File: src/rtl/step_sequencer.sv
// Transmit-side beat sequencer: walks a vector of len elements in beats of up
// to STEP elements, one beat per valid/ready handshake, flagging the final beat.
module step_sequencer #(
  parameter int unsigned COUNTER_WIDTH = 11,
  parameter int unsigned STEP          = 6,
  parameter int unsigned CNT_WIDTH     = 3
) (
  input  logic                     clk,
  input  logic                     rstn,
  input  logic                     start,
  input  logic [COUNTER_WIDTH-1:0] len,
  output logic                     busy,
  output logic                     out_valid,
  input  logic                     out_ready,
  output logic [COUNTER_WIDTH-1:0] out_offset,
  output logic [CNT_WIDTH-1:0]     out_count,
  output logic                     out_last,
  output logic                     done
);

  // One extra bit so offset+STEP style sums cannot wrap.
  localparam int unsigned W1 = COUNTER_WIDTH + 1;
  localparam logic [W1-1:0] STEP_W = W1'(STEP);
  localparam logic [CNT_WIDTH-1:0] STEP_C = CNT_WIDTH'(STEP);

  typedef enum logic [1:0] {
    S_IDLE = 2'd0,
    S_RUN  = 2'd1,
    S_DONE = 2'd2
  } state_t;

  state_t                   r_state;
  logic [COUNTER_WIDTH-1:0] r_len;
  logic [COUNTER_WIDTH-1:0] r_offset;
  logic [CNT_WIDTH-1:0]     r_count;
  logic                     r_valid;
  logic                     r_last;
  logic                     r_busy;
  logic                     r_done;

  logic [W1-1:0]        w_start_len;
  logic [W1-1:0]        w_q_len;
  logic [W1-1:0]        w_nxt_off;
  logic [W1-1:0]        w_nxt_rem;
  logic [W1-1:0]        w_nxt_end;
  logic [CNT_WIDTH-1:0] w_nxt_cnt;
  logic [CNT_WIDTH-1:0] w_st_cnt;
  logic                 w_nxt_last;
  logic                 w_st_last;
  logic                 w_fire;

  // Beat descriptors for the first beat (from len) and the following beat (from r_offset).
  always_comb begin
    w_start_len = {1'b0, len};
    w_q_len     = {1'b0, r_len};
    w_nxt_off   = {1'b0, r_offset} + STEP_W;
    w_nxt_rem   = w_q_len - w_nxt_off;
    w_nxt_end   = w_nxt_off + STEP_W;
    w_nxt_cnt   = (w_nxt_rem >= STEP_W) ? STEP_C : CNT_WIDTH'(w_nxt_rem);
    w_nxt_last  = (w_nxt_end >= w_q_len);
    w_st_cnt    = (w_start_len >= STEP_W) ? STEP_C : CNT_WIDTH'(w_start_len);
    w_st_last   = (STEP_W >= w_start_len);
    w_fire      = r_valid & out_ready;
  end

  // Sequencer FSM with registered beat outputs; beat fields hold while stalled.
  always_ff @(posedge clk) begin
    if (!rstn) begin
      r_state  <= S_IDLE;
      r_len    <= '0;
      r_offset <= '0;
      r_count  <= '0;
      r_valid  <= 1'b0;
      r_last   <= 1'b0;
      r_busy   <= 1'b0;
      r_done   <= 1'b0;
    end else begin
      r_done <= 1'b0;
      case (r_state)
        S_IDLE: begin
          if (start) begin
            r_busy <= 1'b1;
            if (len != '0) begin
              r_state  <= S_RUN;
              r_len    <= len;
              r_offset <= '0;
              r_count  <= w_st_cnt;
              r_last   <= w_st_last;
              r_valid  <= 1'b1;
            end else begin
              r_state <= S_DONE;
              r_done  <= 1'b1;
            end
          end
        end
        S_RUN: begin
          if (w_fire) begin
            if (r_last) begin
              r_state  <= S_DONE;
              r_valid  <= 1'b0;
              r_offset <= '0;
              r_count  <= '0;
              r_last   <= 1'b0;
              r_done   <= 1'b1;
            end else begin
              r_offset <= w_nxt_off[COUNTER_WIDTH-1:0];
              r_count  <= w_nxt_cnt;
              r_last   <= w_nxt_last;
            end
          end
        end
        S_DONE: begin
          r_state <= S_IDLE;
          r_busy  <= 1'b0;
        end
        default: begin
          r_state  <= S_IDLE;
          r_valid  <= 1'b0;
          r_offset <= '0;
          r_count  <= '0;
          r_last   <= 1'b0;
          r_busy   <= 1'b0;
        end
      endcase
    end
  end

  assign busy       = r_busy;
  assign out_valid  = r_valid;
  assign out_offset = r_offset;
  assign out_count  = r_count;
  assign out_last   = r_last;
  assign done       = r_done;

endmodule

File: config.mk
export PLATFORM = sky130hd
export DESIGN_NAME = step_sequencer
export DESIGN_NICKNAME = d
export VERILOG_FILES = /design/src/rtl/step_sequencer.sv
export SDC_FILE = /design/constraint.sdc
export NUM_CORES = 1
export LEC_CHECK = 0
export BUFFER_PORTS_ARGS = -buffer_cell sky130_fd_sc_hd__buf_2
export CORE_MARGIN = 2
export CORE_UTILIZATION = 50
export CTS_BUF_LIST = sky130_fd_sc_hd__clkbuf_4
export DETAILED_ROUTE_END_ITERATION = 16
export PLACE_DENSITY = 0.69
export SLEW_MARGIN = 5
export SYNTH_ARGS = -nofsm -noshare
export SYNTH_HDL_FRONTEND = slang
export SYNTH_SLANG_ARGS = --single-unit
File: constraint.sdc
create_clock -name clk -period 5.4 [get_ports clk]
set_input_delay 0.27 -clock clk [delete_from_list [all_inputs] [get_ports clk]]
set_output_delay 0.27 -clock clk [all_outputs]
set_load 0.03 [all_outputs]
# Yosys cells after proc, flatten, opt, wreduce, memory -nomap -nowiden
# Index checks and enable logic that the tools add are counted.
# totals
output_inout_bits	18
elab_cells	65
ff_bits	31
# classes
n_bitwise	3
n_reduce_logical	7
n_addsub	3
muxes	34
eq_ne	6
n_lt_le_gt_ge	4
# op_table
cell	n
2-to-1 mux 11 bit	4
one-hot mux 11 bit (3 select lines)	1
2-to-1 mux 3 bit	6
2-to-1 mux 1 bit	13
adder 11 x 3 -> 12 bit (second input constant)	1
adder 12 x 3 -> 12 bit (second input constant)	1
>= comparator 12 x 11 -> 1 bit	1
>= comparator 12 x 3 -> 1 bit (second input constant)	1
subtractor 11 x 12 -> 12 bit	1
>= comparator 11 x 3 -> 1 bit (second input constant)	1
>= comparator 3 x 11 -> 1 bit (first input constant)	1
nonzero test 11 bit	1
one-hot mux 3 bit (3 select lines)	1
2-to-1 mux 2 bit	4
inequality test 2 bit (second input constant)	4
one-hot mux 1 bit (3 select lines)	2
AND reduction 3 bit	2
AND reduction 5 bit	1
one-hot mux 1 bit (2 select lines)	2
one-hot mux 2 bit (2 select lines)	1
AND reduction 4 bit	1
== test 2 x 1 -> 1 bit (second input constant)	1
== test 2 bit (second input constant)	1
zero test 2 bit	1
other kinds (3)	4

# Logic depth before layout (Yosys ltp)
# Gate-level depths: netlist of run 1.
# logic_depth
depth_word	7
mapped_depth	14
depth_no_buf	13

# Least setup slack after synthesis of run 1
# OpenSTA, ideal clock, no wires.
# synth_timing
kind	reg-to-reg
startpoint	reg r_offset[1] (netlist: out_offset[1])
endpoint	reg r_count[0] (netlist: out_count[0])
slack_ns	1.546
arrival_ns	3.785
path_buffers	1
stages_incl_launch_ff	15
required_ns	5.331
setup_time_ns	0.069
path_cell_list	dfxtp_1 -> buf_6 -> inv_1 -> ha_1 -> xor2_1 -> ha_1 -> a21oi_1 -> o21ai_0 -> maj3_2 -> a221oi_1 -> o21ai_1 -> maj3_1 -> mux2i_1 -> or4_1 -> o21ai_1
# synth_via
elab_chain_cells	7
# synth_rtl
item	line	rtl
from (decl)	34	logic [COUNTER_WIDTH-1:0] r_offset;
from (signal assigned)	106	r_offset <= w_nxt_off[COUNTER_WIDTH-1:0];
adder 11 x 3 -> 12 bit	56	w_nxt_off = {1'b0, r_offset} + STEP_W;
subtractor 11 x 12 -> 12 bit	57	w_nxt_rem = w_q_len - w_nxt_off;
>= comparator 12 x 3 -> 1 bit	59	w_nxt_cnt = (w_nxt_rem >= STEP_W) ? STEP_C : CNT_WIDTH'(w_nxt_rem);
2-to-1 mux 3 bit	59	
2-to-1 mux 3 bit	98	if (r_last) begin
2-to-1 mux 3 bit	97	if (w_fire) begin
one-hot mux 3 bit (3 select lines)	79	case (r_state)
to (signal assigned)	87	r_count <= w_st_cnt;
to (signal assigned)	107	r_count <= w_nxt_cnt;
to (decl)	35	logic [CNT_WIDTH-1:0] r_count;
# No other way between the ends. The select of a mux whose other input is x is not followed.
# A chain may end at the register's enable or synchronous reset.

# Worst setup path in the final report of run 1
# Same ends and word-level chain as after synthesis.

==> run summary, run 1 <==
Status - completed
Hold path cells - 3
CTS H-tree lvls - 2
Worst hold start - len[7]
Num CTS Buffers - 5
Share of the synthesized area in the top cell type - 25.2%
LEAKAGE - 1.03 nW
ANT nets after route - 0
Pins Over Slew Limit - 0
Area Growth Syn to Fin - 9.63%
Largest stage delay on the critical path - 0.66 ns
Number of flops mapped to enable cells by yosys - 0
Minimum clock period - 4.11 ns
HP Class - primary input to flop
Die H - 73.0 um
Die ar. - 5320 um^2
RSZ-0062 raised after global routing - no
Initial Util - 51.0%
CTS tree - done
Synth top area cells - dfxtp_1 (25%), ha_1 (8.9%), a21oi_1 (8.0%)
Placer Congestion - 0.889
Vias in the first global route - 2,036
Syn_nets - 342
Cells after Synth - 309
Drc violations - 0
Peak supply drop - 152 uV
Main synth FF type - dfxtp_1
Synth unique cells - 54
Setup crit start kind - flop
#FFs+latches synth - 30
Initial DRC count - 167
Slew @ Worst Pin - 0.804 ns
Final net count - 370
Total Routing Usage GR - 23.3%
Fin. Hold Viols - 0
Max clock buf depth - 2
Clk_skew - 0.0130 ns
R2R setup slack - 1.29 ns
PwrDens - 202 nW/um^2
Layout cells sized above 1 - 16.6%
Routed len/inst - 14.3 um
Site Rows - 25
Reg-to-Reg End - out_count[0]
HPWL after detailed placement - 4420 um
Fin crit share - 76.1%
TNS Setup - 0 ns
TritonRoute pass-1 iters - 4
First-pass GRT wire length - 9630 um
Critical Path AT - 4.37 ns
Critical path, cell by cell - inv_1, ha_1, xor2_1, ha_1, a21oi_1, o21ai_0, maj3_2, a221oi_1, o21ai_1, maj3_1, mux2i_1, or4_1, o21ai_1
Slowest stage cell, crit path - dfxtp_1
Clock Sinks - 30
Clock slew at reported path FFs - 0.10 ns
Final setup violation count - 0
Critical Path End Type - flop
Post-CTS Setup Inserts - 0
Leading area contributor after synthesis - dfxtp_1
Worst reg2reg path startpoint - out_offset[1]
Critical path type - flop to flop
IO buf count - 31
Tot Pwr - 0.527 mW
Worst slew margin - 46.2%
Yosys warning count - 0
ANT cells - 0
R2R depth - 13
Async SR Flop Fraction - 0%
Initial antenna violation count - 0
Syn_area_per_cell - 7.70 um^2
Vias - 2,259
Post-CTS resize count - 0
Critical Path RT - 5.66 ns
Mapped cell area - 2380 um^2
Max frequency - 0.243 GHz
Hold Path End - r_len[7]
Clock tree root buffer cell - clkbuf_4
CTS Hold Bufs - 0
Ports - 33
Grt total ovfl - 0
Sequential fraction of the synthesis area - 25.2%
Largest net degree at the start of global routing - 26
Vias per inst - 5.76
Total wire length - 5600 um
Max Cap Violations - 0
Skew-Pair Late Insertion Delay - 0.34 ns
Die width - 73.0 um
Core area - 4660 um^2
Critical path fanouts, max - 13
-- cells by family (layout without fill, tap and decap cells) --
group,count (synthesis),in the layout,share of synthesized area (%)
fa+ha+maj,23,23,12.0
mux,1,1,0.421
simple gates,118,118,24.8
buf+inv,28,57,5.15
compound gates,81,81,20.8
flops,30,30,25.3
other cells,2,2,0.316
xor+xnor,26,26,11.2
-- worst max path at each step --
stage,from,endpoint,slack (ns),cells past startpoint
4_1_cts,out_offset[1],out_count[0],1.27,13
3_5_place_dp,out_offset[1],out_count[0],1.32,13
2_1_floorplan,out_offset[1],out_count[0],1.55,14
5_1_grt,out_offset[1],out_count[0],0.95,13
6_report,out_offset[1],out_count[0],1.29,13
3_3_place_gp,out_offset[1],out_count[0],1.48,13
-- routing by layer --
layer | share of wire, % | track usage [%]
met3 | 3.5 | 4.28
met4 | 2.5 | 9.47
met1 | 47 | 31.7
met2 | 47 | 36.2
met5 | 0 | 0
-- registers in the layout (all words and copies together), names as in the netlist --
register,flops
out_offset,10
out_count,3
r_len,11
done,1
out_valid,1
busy,1
r_state,2
out_last,1
-- synth_stat cells (3+ instances only) --
cell type	number
a21o_1	5
a21oi_1	38
a31oi_1	3
and3_1	4
clkbuf_1	6
dfxtp_1	30
ha_1	17
inv_1	16
maj3_2	3
nand2_1	36
nand2b_1	3
nand3_1	9
nand3b_1	4
nor2_1	26
nor2b_1	3
nor3_1	8
nor4_1	6
o21ai_0	15
o21ai_1	4
or3_1	5
or4_1	3
xnor2_1	16
xnor2_2	3
xor2_1	5
-- placed cells by master (no fill, tap or decap), types with 2 or more instances in the layout --
cell type and count:
a21o_1 5, xnor2_1 16, nand3b_1 4, a221oi_1 2, nand2b_1 3, nor2_1 26
nand2_1 36, conb_1 2, nor4_1 6, xor2_1 5, and2_1 2, maj3_2 3
nor3_1 8, dfxtp_1 30, nand4_1 2, xnor2_2 3, ha_1 17, and3_1 4
o31ai_1 2, buf_4 2, o21ai_0 15, inv_1 16, a31oi_1 3, xor2_2 2
clkbuf_4 6, or4_1 3, a21oi_1 38, nor3b_1 2, o22ai_1 2, o21ai_1 4
buf_2 31, or3_1 5, nand3_1 9, maj3_1 2, nor2b_1 3
-- through the flow --
| step | cell area [um^2] | setup WS, ns | hold WS [ns] | utilization [%] | instances |
|---|---|---|---|---|---|
| floorplan | 2380 | 1.55 | 0.406 | - | 309 |
| finish | 2610 | 1.29 | 0.186 | 55.9 | 392 |
| global placement | 2550 | 1.48 | 0.455 | 54.8 | 384 |
| global route | 2610 | 0.953 | 0.187 | 55.9 | 392 |
| detailed placement | 2550 | 1.32 | 0.455 | 54.8 | 384 |
| CTS | 2610 | 1.27 | 0.171 | 55.9 | 392 |
-- report_power, final --
group | total (mW) | internal [mW] | switching [mW]
logic | 0.149 | 0.0607 | 0.0884
clock network | 0.134 | 0.0539 | 0.0801
registers | 0.244 | 0.231 | 0.0133
total | 0.527 | 0.346 | 0.182
-- final cells by class --
class | count | area [um^2]
clock buffers | 6 | 45.0
clock inverters | 2 | 8.76
fillers | 461 | 2050
inverters | 16 | 60.1
multi-input cells | 251 | 1660
flip-flops and latches | 30 | 601
well taps | 54 | 67.6
repair buffers | 33 | 170
-- critical path: cells and delay by family (launching register included) --
family | cells | cell delay, ns
mux | 1 | 0.17
compound gates | 5 | 0.81
fa+ha+maj | 4 | 1.39
flops | 1 | 0.66
xor+xnor | 1 | 0.32
simple gates | 1 | 0.54
buf+inv | 1 | 0.14
Note: power is estimated with default switching activity, not from simulation.
==> run 2, diff against run 1 <==
Settings changed: ABC_AREA from default to 1, PLACE_DENSITY 0.69 to 0.72.
Clock period 5.4 ns to 3.4 ns, I/O delays scaled along.
==> run 2 against run 1 <==
Total power rose by 120%. Cell count grew 21%. First-iteration DRC count grew 6.6%. Die area increased by 1.5%. Worst setup slack got worse by 0.85 ns. Count of clock-buffer cells in the layout stayed put. Sequential share of layout area down 0.48 points. Register-to-register slack worse by 0.85 ns. Critical path type unchanged. Critical endpoint is now out_last. Largest power group is now combinational cells. Highest routed layer unchanged.
==> run summary, run 2 <==
Sequential fraction of the synthesis area - 24.8% (-0.41 points)
CTS Hold Bufs - 0 (unchanged)
Layout cells sized above 1 - 13.3% (-3.2 points)
Critical path type - flop to flop
Site Rows - 25 (unchanged)
Status - completed
HP Class - primary input to flop
Total wire length - 6060 um (+8.3%)
Final setup violation count - 0 (unchanged)
Critical Path AT - 3.17 ns (-1.20 ns)
Max Cap Violations - 0 (unchanged)
Fin. Hold Viols - 0 (unchanged)
Vias per inst - 5.31 (-7.9%)
Cell with the most instances after synthesis - nand2_1
Num CTS Buffers - 5 (unchanged)
Drc violations - 0 (unchanged)
Fin crit share - 87.0% (+11 points)
Minimum clock period - 2.96 ns (-1.15 ns)
Initial antenna violation count - 0 (unchanged)
Reg power frac - 35.7% (-11 points)
CTS tree - done
Core area - 4690 um^2 (+0.67%)
Grt total ovfl - 0 (unchanged)
CTS H-tree lvls - 2 (unchanged)
Final net count - 452 (+22%)
Area Growth Syn to Fin - 10.1%
Commonest non-fill, non-tap cell in the layout - nand2_1
Ports - 33 (unchanged)
Logic pwr share - 45.8% (+17 points)
Number of flops mapped to enable cells by yosys - 0 (unchanged)
Synth unique cells - 34 (-37%)
Async SR Flop Fraction - 0% (unchanged)
Syn_area_per_cell - 6.25 um^2 (-19%)
HPWL after detailed placement - 4910 um (+11%)
Clock slew at reported path FFs - 0.09 ns (about the same)
Leading area contributor after synthesis - dfxtp_1
Max reg flops - 11 (unchanged)
Critical path fanouts, max - 4 (-9)
Main synth FF type - dfxtp_1
Vias - 2,515 (+11%)
Clk_skew - 0.00996 ns (-0.00306 ns)
Tot Pwr - 1.14 mW (+120%)
ANT nets after route - 0 (unchanged)
Pins Over Slew Limit - 0 (unchanged)
Peak supply drop - 326 uV (+110%)
Critical Path End Type - flop
#FFs+latches synth - 30 (unchanged)
LEAKAGE - 1.40 nW (+36%)
ANT cells - 0 (unchanged)
Yosys warning count - 0 (unchanged)
Die ar. - 5410 um^2 (+1.5%)
TritonRoute pass-1 iters - 4 (unchanged)
Cells after Synth - 387 (+25%)
First-pass GRT wire length - 10,300 um (+6.7%)
Switching Share - 43.1% (+8.7 points)
Initial DRC count - 178 (+6.6%)
Die H - 73.5 um (+0.77%)
Critical Path RT - 3.61 ns (-2.05 ns)
Worst slew margin - 51.9% (+5.7 points)
Total Routing Usage GR - 24.6% (+1.4 points)
Fill cells - 475 (+3.0%)
Placer Congestion - 0.895 (+0.74%)
Top reg by flops - r_len
Setup crit start kind - flop
Hold path cells - 3 (unchanged)
R2R depth - 21 (+8)
Slew @ Worst Pin - 0.720 ns (-0.0839 ns)
Share of the synthesized area in the top cell type - 24.8% (-0.41 points)
Synth top area cells - dfxtp_1 (25%), nand2_1 (17%), ha_1 (8.8%)
Int Power - 0.648 mW (+88%)
Syn_nets - 420 (+23%)
Post-CTS Setup Inserts - 0 (unchanged)
Routed len/inst - 12.8 um (-10%)
Psw - 0.492 mW (+170%)
Vias in the first global route - 2,268 (+11%)
Die width - 73.5 um (+0.77%)
Skew-Pair Late Insertion Delay - 0.34 ns (about the same)
TNS Setup - 0 ns (unchanged)
Post-CTS resize count - 0 (unchanged)
PwrDens - 428 nW/um^2 (+110%)
Clock power frac - 18.5% (-6.9 points)
Initial Util - 51.5% (+0.49 points)
Max clock buf depth - 2 (unchanged)
Clock Sinks - 30 (unchanged)
IO buf count - 31 (unchanged)
RSZ-0062 raised after global routing - no
Largest net degree at the start of global routing - 24 (-7.7%)
Commonest cells after routing, fill and taps aside - nand2_1 (111), inv_1 (52), a21oi_1 (37)
Synth cell count leaders - nand2_1 (111), inv_1 (52), a21oi_1 (37)
Max frequency - 0.338 GHz (+39%)
Clock tree root buffer cell - clkbuf_4
Mapped cell area - 2420 um^2 (+1.6%)
==> run 2: cell families (layout without fill, tap and decap cells) <==
kind of cell	Yosys count	after routing	share of synthesized area [%]
buffers and inverters	60	93	9.83
AO/OA/AOI/OAI	60	60	13.2
AND/OR/NAND/NOR	205	205	37.8
flip-flops	30	30	24.8
other	2	2	0.311
adder cells (fa/ha/maj)	18	18	9.63
XOR/XNOR	12	12	4.35
==> run 2: cell type report <==
class	count	area, um^2	area share (%)
repair buffers	32	163	6.11
clock inverters	2	8.76	0.329
flip-flops and latches	30	601	22.6
well taps	54	67.6	2.54
multi-input cells	297	1580	59.3
inverters	53	199	7.47
clock buffers	6	45.0	1.69
==> run 2: layer usage <==
metal	GRT usage [%]	routed length (um)
met5	0	0
met4	6.67	78
met3	3.84	324
met2	41.9	2880
met1	32.3	2780
==> run 2: worst max-delay path: stages, from the launching register on <==
cell	delay, ns
dfxtp_1	0.37
inv_1	0.08
ha_1	0.21
inv_1	0.15
nand3_1	0.10
xor2_1	0.32
inv_1	0.16
nand3_1	0.19
xor2_1	0.18
ha_1	0.26
nand2_1	0.06
nor2_1	0.04
a211oi_1	0.16
o21ai_0	0.13
nand3_1	0.08
nand2_1	0.05
nand2_1	0.05
nand2_1	0.05
nand2_1	0.06
nand2_1	0.04
nand2_1	0.05
a21oi_1	0.05
==> run 2: power by group through the flow <==
stage	clock network [mW]	registers [mW]	logic [mW]
global placement	0	0.415	0.509
global route	0.230	0.413	0.599
floorplan	0	0.441	0.372
finish	0.210	0.407	0.522
CTS	0.217	0.407	0.519
detailed placement	0	0.415	0.517
==> run 2: through the flow <==
stage / utilization, % / area [um^2] / worst slack, ns / hold WS (ns) / std cells
floorplan: - / 2420 / 0.422 / 0.308 / 387
global placement: 55.6 / 2610 / 0.522 / 0.453 / 466
detailed placement: 55.6 / 2610 / 0.467 / 0.457 / 466
CTS: 56.7 / 2660 / 0.448 / 0.0970 / 474
global route: 56.7 / 2660 / 0.0356 / 0.112 / 474
finish: 56.7 / 2660 / 0.441 / 0.109 / 474
==> run 2: final timing paths <==
path / end / slack [ns] / from
worst max-delay path: out_last / 0.44 / out_offset[2]
worst min-delay path: busy / 0.11 / start
worst max register to register: out_last / 0.44 / out_offset[2]
worst min register to register: out_count[1] / 0.48 / out_count[1]
==> run 3, diff against run 2 <==
Settings changed: ABC_AREA 1 to default.
==> run 3 against run 2 <==
Non-clock buffer count up 5. Wire length down 5.9%. Cell count down 16%. Design area up 1.4%. Clock skew up 0.0082 ns. Fmax down 7.7%. Combinational power down 50%. Highest routed layer unchanged.
==> run summary, run 3 (same netlist as run 1, synthesis figures left out) <==
Hold Path End - r_len[3]
Vias per inst - 5.77 (+8.7%)
Initial DRC count - 118 (-34%)
Critical path, cell by cell - inv_2, ha_4, xor2_4, ha_4, a21oi_2, o21ai_2, maj3_2, a221oi_2, o21ai_1, maj3_1, mux2i_1, or4_1, o21ai_1
Core area - 4660 um^2 (-0.67%)
Grt total ovfl - 0 (unchanged)
CTS tree - done
R2R setup slack - 0.19 ns (-0.25 ns)
Fin. Hold Viols - 0 (unchanged)
Final net count - 374 (-17%)
IO buf count - 31 (unchanged)
Site Rows - 25 (unchanged)
Max clock buf depth - 2 (unchanged)
Pins Over Slew Limit - 0 (unchanged)
TritonRoute pass-1 iters - 4 (unchanged)
Busiest layer in global routing - met2
Vias - 2,283 (-9.2%)
Tot Pwr - 0.852 mW (-25%)
Minimum clock period - 3.21 ns (+0.247 ns)
Placed cell area - 2630 um^2 (+0.62%)
Ports - 33 (unchanged)
Worst setup path startpoint - out_offset[1]
Die H - 73.0 um (-0.76%)
Largest net degree at the start of global routing - 27 (+13%)
Die ar. - 5320 um^2 (-1.5%)
Layout cells sized above 1 - 20.2% (+6.8 points)
Largest stage delay on the critical path - 0.53 ns (+0.16 ns)
HP Class - primary input to flop
Logic pwr share - 30.5% (-15 points)
Met2 Use GR - 37.9% (-4.0 points)
Slew @ Worst Pin - 0.845 ns (+0.125 ns)
Critical path type - flop to flop
Cell area after layout - 2700 um^2 (+1.4%)
Hold path cells - 3 (unchanged)
Vias in the first global route - 2,080 (-8.3%)
Slowest stage cell, crit path - or4_1
Top reg by flops - r_len
Max Cap Violations - 0 (unchanged)
Clock Sinks - 30 (unchanged)
Final setup violation count - 0 (unchanged)
Setup crit start kind - flop
Num CTS Buffers - 5 (unchanged)
Drc violations - 0 (unchanged)
Skew-Pair Late Insertion Delay - 0.34 ns (about the same)
Critical Path RT - 3.67 ns (+0.06 ns)
Total Routing Usage GR - 23.1% (-1.5 points)
Reg-to-Reg End - out_count[0]
Commonest cells after routing, fill and taps aside - a21oi_1 (36), nand2_1 (36), buf_2 (31)
Total wire length - 5700 um (-5.9%)
Critical path fanouts, max - 6 (+2)
Clock power frac - 24.3% (+5.8 points)
Peak supply drop - 191 uV (-41%)
HPWL after detailed placement - 4380 um (-11%)
Clk_skew - 0.0182 ns (+0.00820 ns)
CTS H-tree lvls - 2 (unchanged)
Die width - 73.0 um (-0.76%)
LEAKAGE - 1.06 nW (-24%)
Status - completed
Worst slew margin - 43.6% (-8.3 points)
Critical Path AT - 3.47 ns (+0.30 ns)
Initial Util - 51.0% (-0.49 points)
Area Growth Syn to Fin - 13.5%
Worst hold start - len[3]
Core Util, Final - 57.9% (+1.2 points)
Reg power frac - 45.2% (+9.5 points)
Routed len/inst - 14.4 um (+13%)
Met3 Track Usage GR - 4.56% (+0.72 points)
Max reg flops - 11 (unchanged)
Met1 Usage GRT - 30.0% (-2.3 points)
Psw - 0.304 mW (-38%)
PwrDens - 316 nW/um^2 (-26%)
Worst reg2reg path startpoint - out_offset[1]
Fin crit share - 94.3% (+7.3 points)
R2R depth - 13 (-38%)
Switching Share - 35.7% (-7.4 points)
Max frequency - 0.312 GHz (-7.7%)
First-pass GRT wire length - 9570 um (-6.9%)
Int Power - 0.548 mW (-15%)
Clock slew at reported path FFs - 0.10 ns (about the same)
RSZ-0062 raised after global routing - yes
CTS Hold Bufs - 0 (unchanged)
ANT cells - 0 (unchanged)
Clock tree root buffer cell - clkbuf_4
ANT nets after route - 0 (unchanged)
Placer Congestion - 0.912 (+1.8%)
Initial antenna violation count - 0 (unchanged)
Critical Path End Type - flop
[run 3: cell type report]
class | count | area [um^2]
inverter | 16 | 60.1
sequential | 30 | 606
fill | 429 | 1960
clock inverter | 3 | 11.3
tap | 54 | 67.6
clock buffer | 5 | 37.5
timing repair buffer | 37 | 200
multi-input combinational | 251 | 1720
[run 3: metal layers]
layer  vias to the layer above  part of all wire (%)
li1                       1154                     -
met1                      1060                    45
met3                        12                   5.1
met4                         0                   2.3
met5                         -                     0
met2                        57                    47
[run 3: stage by stage]
stage,setup slack [ns],setup TNS [ns],cells,hold WS [ns]
floorplan,0.0410,0,309,0.306
global placement,0.138,0,387,0.424
detailed placement,0.0261,0,387,0.430
CTS,0.00573,0,395,0.0671
global route,-0.00374,-0.00374,396,0.0766
finish,0.195,0,396,0.0787
[run 3: worst max-delay path: cells and delay by family, from the launching register on]
kind	cells	cell delay (ns)
buf+inv	1	0.08
fa+ha+maj	4	1.12
mux	1	0.17
compound gates	5	0.66
flops	1	0.36
simple gates	1	0.53
xor+xnor	1	0.22
[run 3: timing repair]
action	CTS	global route
gates resized for setup	0	6
hold endpoints to repair	0	0
setup buffers	0	1
setup endpoints to repair	0	4
[run 3: worst max path at each step]
stage	end	slack, ns	cells past startpoint
2_1_floorplan	out_count[0]	0.04	14
4_1_cts	out_count[0]	0.006	13
3_5_place_dp	out_count[0]	0.03	13
3_3_place_gp	out_count[0]	0.14	13
6_report	out_count[0]	0.19	13
5_1_grt	out_count[2]	-0.004	12
[run 3: power by group through the flow]
stage	registers [mW]	clock network, mW	logic, mW
floorplan	0.402	0	0.180
global placement	0.392	0	0.245
detailed placement	0.393	0	0.250
CTS	0.385	0.210	0.251
global route	0.388	0.230	0.290
finish	0.385	0.207	0.260
